--- src/rtl/draw_frame_sequencer.sv ---
// Frame sequencer: restarts, enables and forwards pixels from each selected drawer
// in index order, then pulses frame_done. One registered VGA write port.
module draw_frame_sequencer #(
    parameter int unsigned N_SRC = 4
) (
    input  logic                  clk,
    input  logic                  reset,
    input  logic                  frame_start,
    input  logic [N_SRC-1:0]      src_mask,
    input  logic [9*N_SRC-1:0]    src_x,
    input  logic [8*N_SRC-1:0]    src_y,
    input  logic [12*N_SRC-1:0]   src_color,
    input  logic [N_SRC-1:0]      src_we,
    input  logic [N_SRC-1:0]      src_done,
    output logic [N_SRC-1:0]      src_enable,
    output logic [N_SRC-1:0]      src_restart,
    output logic [8:0]            vga_x,
    output logic [7:0]            vga_y,
    output logic [11:0]           vga_color,
    output logic                  vga_plot,
    output logic                  busy,
    output logic                  frame_done
);

    typedef enum logic [2:0] {
        S_IDLE,
        S_CHECK,
        S_RESTART,
        S_SETTLE,
        S_RUN,
        S_NEXT,
        S_FIN
    } state_t;

    state_t           state, state_next;
    logic [2:0]       idx, idx_next;
    logic [N_SRC-1:0] mask, mask_next;

    logic             sel_mask;
    logic             sel_done;
    logic             sel_we;
    logic [8:0]       sel_x;
    logic [7:0]       sel_y;
    logic [11:0]      sel_color;

    // Source selection by current index; idx never exceeds N_SRC-1.
    always_comb begin
        sel_mask  = 1'b0;
        sel_done  = 1'b0;
        sel_we    = 1'b0;
        sel_x     = '0;
        sel_y     = '0;
        sel_color = '0;
        for (int unsigned i = 0; i < N_SRC; i++) begin
            if (idx == 3'(i)) begin
                sel_mask  = mask[i];
                sel_done  = src_done[i];
                sel_we    = src_we[i];
                sel_x     = src_x[9*i +: 9];
                sel_y     = src_y[8*i +: 8];
                sel_color = src_color[12*i +: 12];
            end
        end
    end

    always_ff @(posedge clk) begin
        if (reset) begin
            state <= S_IDLE;
            idx   <= '0;
            mask  <= '0;
        end else begin
            state <= state_next;
            idx   <= idx_next;
            mask  <= mask_next;
        end
    end

    always_comb begin
        state_next = state;
        idx_next   = idx;
        mask_next  = mask;
        case (state)
            S_IDLE: begin
                if (frame_start) begin
                    mask_next  = src_mask;
                    idx_next   = '0;
                    state_next = S_CHECK;
                end
            end
            S_CHECK:   state_next = sel_mask ? S_RESTART : S_NEXT;
            S_RESTART: state_next = S_SETTLE;
            S_SETTLE:  state_next = S_RUN;
            S_RUN: begin
                if (sel_done) begin
                    state_next = S_NEXT;
                end
            end
            S_NEXT: begin
                if (idx == 3'(N_SRC - 1)) begin
                    state_next = S_FIN;
                end else begin
                    idx_next   = idx + 3'd1;
                    state_next = S_CHECK;
                end
            end
            S_FIN:   state_next = S_IDLE;
            default: state_next = S_IDLE;
        endcase
    end

    always_comb begin
        src_enable  = '0;
        src_restart = '0;
        busy        = (state != S_IDLE);
        frame_done  = (state == S_FIN);
        for (int unsigned i = 0; i < N_SRC; i++) begin
            src_enable[i]  = (state == S_RUN)     && (idx == 3'(i));
            src_restart[i] = (state == S_RESTART) && (idx == 3'(i));
        end
    end

    // Pixel port: coordinates hold outside RUN, strobe drops to 0.
    always_ff @(posedge clk) begin
        if (reset) begin
            vga_x     <= '0;
            vga_y     <= '0;
            vga_color <= '0;
            vga_plot  <= 1'b0;
        end else begin
            vga_plot <= 1'b0;
            if (state == S_RUN) begin
                vga_x     <= sel_x;
                vga_y     <= sel_y;
                vga_color <= sel_color;
                vga_plot  <= sel_we;
            end
        end
    end

endmodule

--- config.mk ---
export PLATFORM = sky130hd
export DESIGN_NAME = draw_frame_sequencer
export DESIGN_NICKNAME = d
export VERILOG_FILES = /design/src/rtl/draw_frame_sequencer.sv
export SDC_FILE = /design/constraint.sdc
export NUM_CORES = 1
export LEC_CHECK = 0
export CORE_UTILIZATION = 36
export DETAILED_ROUTE_END_ITERATION = 8
export GPL_TIMING_DRIVEN = 0
export PLACE_DENSITY_LB_ADDON = 0.1
export SLEW_MARGIN = 10
export SYNTH_ARGS = -nofsm -noshare
export SYNTH_HDL_FRONTEND = slang
export SYNTH_SLANG_ARGS = --single-unit
export TNS_END_PERCENT = 1
--- constraint.sdc ---
create_clock -name clk -period 2.6 [get_ports clk]
set_clock_uncertainty 0.1 [all_clocks]
set_input_delay 0.78 -clock clk [delete_from_list [all_inputs] [get_ports clk]]
set_output_delay 0.78 -clock clk [all_outputs]
set_load 0.005 [all_outputs]
==> metrics.cfg, run 1 <==
[status]
status = finished clean

[synthesis]
synthAdderAreaFrac_pct = 2.500
synth_top_family_by_area = compound AO/OA/AOI/OAI gates
netlist_instances = 330
synth_top_area_cell = dfxtp_1
synth-compound-area-share_pct = 30.60
synthTopCellsByCount = nor2_1 (62), dfxtp_1 (40), a21oi_1 (34)
synthSimpleGateAreaFrac_pct = 25.95
yosys_warnings = 0
synth.area.top_cells = dfxtp_1 (32%), nor2_1 (9.3%), a221oi_1 (8.8%)
syn_nets = 466
yosysMostFrequentCell = nor2_1
synthFlopType = dfxtp_1
post_synth.cell_area_avg_sq_um = 7.583
async_flop_share_pct = 0
synth_edf_count = 0
synth_mux_area_share_pct = 1.600
synth-xor-area-share_pct = 0
synth_area_sq_um = 2502
synth_seq_cells = 40
synth_cell_types = 34
synth-seq-area-share_pct = 32.00
yosysTopAreaCellShare_pct = 32.00

[routing]
drc_errors = 0
drt_iter0_markers = 171
first_pass_iters = 5
wire_per_inst_microns = 17.11
num_vias = 3281
routed_wl_microns = 10080
routed_via_density = 5.570
drtAntennaViolNets = 0

[worst_hold_path]
hp-class = flip-flop to flip-flop
hold_depth = 2

[clock_network]
cts_buffers = 5
clkSlewWorstSetupHoldPaths_ps = 70
root_buffer = clkbuf_8
insertion_delay_ps = 300
cts_tree = done
htreeDepth = 2
clockBufferDepth = 2
clock_sinks = 40
cts_hold_buf = 0

[setup_path]
critPathKind = flip-flop to primary output
required_ps = 1720
cp.arrival_ps = 1670
crit_fanout = 10
start_kind = flip-flop
reg2reg_depth = 7
crit_path_end_kind = primary output

[floorplan]
chipWidth_microns = 85.38
num_io_pins = 171
core_area_sq_um = 6756
start_util_pct = 37.04
die-area_sq_um = 7289
die_h_microns = 85.38
rows = 30

[power_and_ir_drop]
p_leak_nw = 1.755
irDropWorstVdd_mv = 0.2116
power.density_nw_per_um2 = 424.5

[place]
dp_cells = 580
portBuffers = 170
placed_cell_area_sq_um = 4304
hpwl_microns = 7519
gp_congestion = 0.8620

[global_routing]
antenna_found_initial = 0
grt_max_degree = 15
grt_overflow = 0
grt_use_total_pct = 27.07
grt_pass1_wl_microns = 15460
grt_pass1_vias = 3161

[sta]
finalSetupViolCount = 0
fin_crit_ps = 2554
rsz0062_at_grt = true
final-hold-violation-count = 0
slew_headroom_pct = 64.27
hold_ws_ps = 359.3
fin_crit_sh_pct = 98.25
slew_viol_final = 0
timing.fmax_mhz = 391.5
max_slew.worst_pin.slew_ps = 536.0

[finish]
final_nets = 644
num-fill-cells = 571
fin_cells = 589
syn2layout_area_growth_pct = 82.35
n_antenna_cell = 0
drive_gt1_share_pct = 11.00
stdcell_area_sq_um = 4563
final_util_pct = 67.54

[run]
cap_violations = 0

## layer usage
metal  routed length, microns  vias to the layer above  global-route usage, %
met1                     4226                     1533                  33.55
met3                      640                       28                  5.058
met4                      320                        0                  10.61
li1                         -                     1575                      -
met2                     4887                      145                  46.48
met5                        0                        -                      0
## registers in the layout, summed over array words and instances, names as in the netlist
name	flops
mask	4
idx	3
vga_color	12
vga_plot	1
state	3
vga_x	9
vga_y	8
## final timing paths
check / start / endpoint / slack (ps)
max: state[2] / src_enable[2] / 50
max reg2reg: idx[0] / vga_x[3] / 320
min: vga_y[0] / vga_y[0] / 360
min reg2reg: vga_y[0] / vga_y[0] / 360
## where the power goes
group          internal, mW  total (mW)  switching, mW
sequential            0.682       0.725         0.0422
clock                 0.217       0.441          0.224
combinational         0.466       0.772          0.306
## layout make-up
class	instances	area, sq um	area share [%]
sequential	40	813.3	17.82
clock buffer	8	90.09	1.974
tap	80	100.1	2.194
multi-input combinational	251	1597	34.99
timing repair buffer	175	1757	38.50
inverter	7	26.28	0.5758
buffer	28	180.2	3.948
## worst max-delay path, cell delays in order (launching register included)
cell	delay, ps
dfxtp_2	320
buf_6	130
or3b_4	400
buf_6	160
nor2_1	130
clkdlybuf4s15_1	230
## cells by family (layout without fill, tap and decap cells)
| group | count (synthesis) | count (layout) |
|---|---|---|
| compound gates | 107 | 107 |
| fa+ha+maj | 5 | 5 |
| buf+inv | 39 | 218 |
| flops | 40 | 40 |
| mux | 4 | 4 |
| simple gates | 135 | 135 |
## placed cells by master (no fill, tap or decap), drive strengths merged, types with 2 or more instances in the layout
cell type,synthesis,routed
a211oi,24,24
inv,7,7
or3,25,25
o211a,2,2
nor2b,2,2
o21ai,4,4
a31o,6,6
and2,2,2
and3,3,3
clkdlybuf4s50,0,163
a221oi,25,25
ha,5,5
clkbuf,12,19
dlygate4sd2,0,6
a21oi,34,34
nor2,62,62
mux2i,4,4
nand2,25,25
nand2b,7,7
buf,20,21
dfxtp,40,40
nor3b,2,2
o311ai,6,6
nand3,2,2
## metrics by stage
step,power [mW],setup TNS [ps],setup slack [ps]
after floorplan,1.060,0,239.8
after global placement,1.456,-2081,-691.0
after detailed placement,1.473,-2059,-683.8
after CTS,1.933,0,3.411
after global routing,2.049,-10.15,-10.15
final,1.937,0,45.54
## what timing repair did
item                                    in CTS  in global routing
resized for setup                           40                 10
pin swaps                                    0                  0
setup buffers                                3                  1
endpoints found under the setup margin       8                  4
gates cloned                                 1                  0
(Power assumes the default switching activity.)
==> run 2, diff against run 1 <==
--- a/config.mk
+++ b/config.mk
@@ -5,10 +5,11 @@
 export SDC_FILE = /design/constraint.sdc
 export NUM_CORES = 1
 export LEC_CHECK = 0
-export CORE_UTILIZATION = 36
+export CORE_UTILIZATION = 30
 export DETAILED_ROUTE_END_ITERATION = 8
 export GPL_TIMING_DRIVEN = 0
 export PLACE_DENSITY_LB_ADDON = 0.1
+export RECOVER_POWER = 25
 export SLEW_MARGIN = 10
 export SYNTH_ARGS = -nofsm -noshare
 export SYNTH_HDL_FRONTEND = slang
==> run 2 against run 1 <==
Effect of this change: the run now ends with negative setup slack left; first-iteration DRC count is 40% lower; sequential cell count did not move; non-clock buffer count up 10; design area is 1.6% higher; via count fell by 2.5%; routed wire length is 2.0% higher; maximum frequency decreased by 2.6%; worst hold slack lost 6.2 ps; power down 2.1%; largest cell class unchanged.
==> metrics.cfg, run 2 (synthesis gave the netlist of run 1 again) <==
[clock_network]
cts_tree = done
insertion_delay_ps = 290  ; about the same
root_buffer = clkbuf_8
clockBufferDepth = 2  ; unchanged
clock_sinks = 40  ; unchanged
htreeDepth = 2  ; unchanged
clkSlewWorstSetupHoldPaths_ps = 70  ; about the same
cts_buffers = 5  ; unchanged

[routing]
wire_per_inst_microns = 16.58  ; -3.1%
met3_length_microns = 723  ; +13%
top_layer = met4
drc_errors = 0  ; unchanged
routed_wl_microns = 10280  ; +2.0%
drtAntennaViolNets = 0  ; unchanged
routed_via_density = 5.158  ; -7.4%
wl_met1_microns = 4284  ; +1.4%
drt_iter0_markers = 102  ; -40%
first_pass_iters = 4  ; -1
num_vias = 3198  ; -2.5%
dr_wl_met2_microns = 5096  ; +4.3%

[place]
gp_congestion = 0.8580  ; -0.46%
portBuffers = 170  ; unchanged
placed_cell_area_sq_um = 4332  ; +0.64%
dp_slack_ps = -757.4  ; -73.67 ps
dp_cells = 602  ; +3.8%
hpwl_microns = 7632  ; +1.5%

[sta]
rsz0062_at_grt = true
fin_crit_sh_pct = 100.9  ; +2.6 points
final-hold-violation-count = 0  ; unchanged
fin_crit_ps = 2623  ; +68.39 ps
setup-tns-final_ps = -22.85  ; -22.85 ps
slew_headroom_pct = 65.87  ; +1.6 points
worst_slack_ps = -22.85  ; -68.39 ps
max_slew.worst_pin.slew_ps = 510.1  ; -25.83 ps
slew_viol_final = 0  ; unchanged
finalSetupViolCount = 1  ; +1
timing.fmax_mhz = 381.3  ; -2.6%

[finish]
largest_register = vga_color
stdcell_area_sq_um = 4638  ; +1.6%
fin_cells = 620  ; +5.3%
syn2layout_area_growth_pct = 85.35
final_nets = 654  ; +1.6%
n_antenna_cell = 0  ; unchanged
largest_reg_flops = 12  ; unchanged
final_common_cell = clkdlybuf4s50_1
final_cell_mix = clkdlybuf4s50_1 (152), nor2_1 (61), dfxtp_1 (35)
num-fill-cells = 740  ; +30%
top_regs = vga_color: 12 flops, vga_x: 9 flops, vga_y: 8 flops
drive_gt1_share_pct = 13.13  ; +2.1 points

[floorplan]
chipWidth_microns = 93.33  ; +9.3%
num_io_pins = 171  ; unchanged
start_util_pct = 31.73  ; -5.3 points
rows = 32  ; +6.7%
core_area_sq_um = 7888  ; +17%
die_h_microns = 93.33  ; +9.3%
die-area_sq_um = 8710  ; +20%

[status]
violations = negative setup slack
status = finished, violations left

[global_routing]
grt_overflow = 0  ; unchanged
grt_max_degree = 12  ; -3
antenna_found_initial = 0  ; unchanged
grt_pass1_vias = 3166  ; +0.16%
grt_use_total_pct = 23.44  ; -3.6 points
grt_pass1_wl_microns = 15980  ; +3.4%

[setup_path]
crit_start = idx[1]
r2r-start = idx[1]
regToRegSetupSlack_ps = 370  ; +50 ps
cp.arrival_ps = 1740  ; +70 ps
crit_path_end_kind = primary output
required_ps = 1720  ; about the same
start_kind = flip-flop
crit_fanout = 10  ; unchanged
critPathKind = flip-flop to primary output

[power_and_ir_drop]
p_leak_nw = 1.838  ; +4.7%
power.density_nw_per_um2 = 408.8  ; -3.7%
irDropWorstVdd_mv = 0.2121  ; +0.23%

[worst_hold_path]
worstHoldStart = vga_y[3]
hp-class = flip-flop to flip-flop

[run]
cap_violations = 0  ; unchanged

[run 2: changes by cell type in the layout (fill, tap and decap cells not counted), moves of 2 or more]
cell and delta:
buf_8 +4, dlygate4sd2_1 -3, buf_6 +2, buf_4 +7, clkbuf_8 -2, dlygate4sd3_1 +12
clkdlybuf4s50_1 -11
[run 2: final cells by class]
type / count / area (sq um) / share of cell area (%)
Clock inverter: 1 / 5.005 / 0.1079
Clock buffer: 6 / 72.57 / 1.565
Multi-Input combinational cell: 251 / 1593 / 34.34
Sequential cell: 40 / 812.0 / 17.51
Timing Repair Buffer: 183 / 1792 / 38.63
Buffer: 30 / 210.2 / 4.532
Tap cell: 102 / 127.6 / 2.752
Inverter: 7 / 26.28 / 0.5665
[run 2: where the power goes]
part | internal (mW) | leakage [nW] | switching [mW]
Clock | 0.183 | 0.0410 | 0.218
Combinational | 0.471 | 1.47 | 0.303
Sequential | 0.682 | 0.330 | 0.0398
Total | 1.34 | 1.84 | 0.561
[run 2: path summary, 6_finish.rpt]
path / depth (start not counted) / to
worst min-delay path: 2 / vga_y[3]
worst max-delay path: 8 / src_restart[3]
worst max register to register: 8 / vga_x[5]
worst min register to register: 2 / vga_y[3]
[run 2: routing by layer]
layer / GRT usage, % / up-vias
li1: - / 1588
met2: 41.79 / 116
met3: 4.390 / 14
met4: 7.051 / 0
met1: 28.37 / 1480
met5: 0 / -
[run 2: worst max-delay path, stage by stage (launching register included)]
cell and delay, ps:
dfxtp_4 370, buf_6 120, ha_4 150, ha_4 160
buf_8 120, buf_8 110, buf_8 130, and3_1 160
buf_2 130
[run 2: repair_timing]
item,in CTS,in global routing
resized for setup,44,13
setup endpoints to repair,9,6
hold buffers,0,0
setup buffers,6,7
pin swaps,0,2
[run 2: per-stage QoR]
stage	utilization, %	hold slack [ps]	power, mW
floorplan	-	352.7	1.060
global placement	54.92	343.4	1.464
detailed placement	54.92	347.3	1.473
CTS	57.96	358.1	1.896
global route	58.80	387.2	2.008
finish	58.80	353.1	1.896
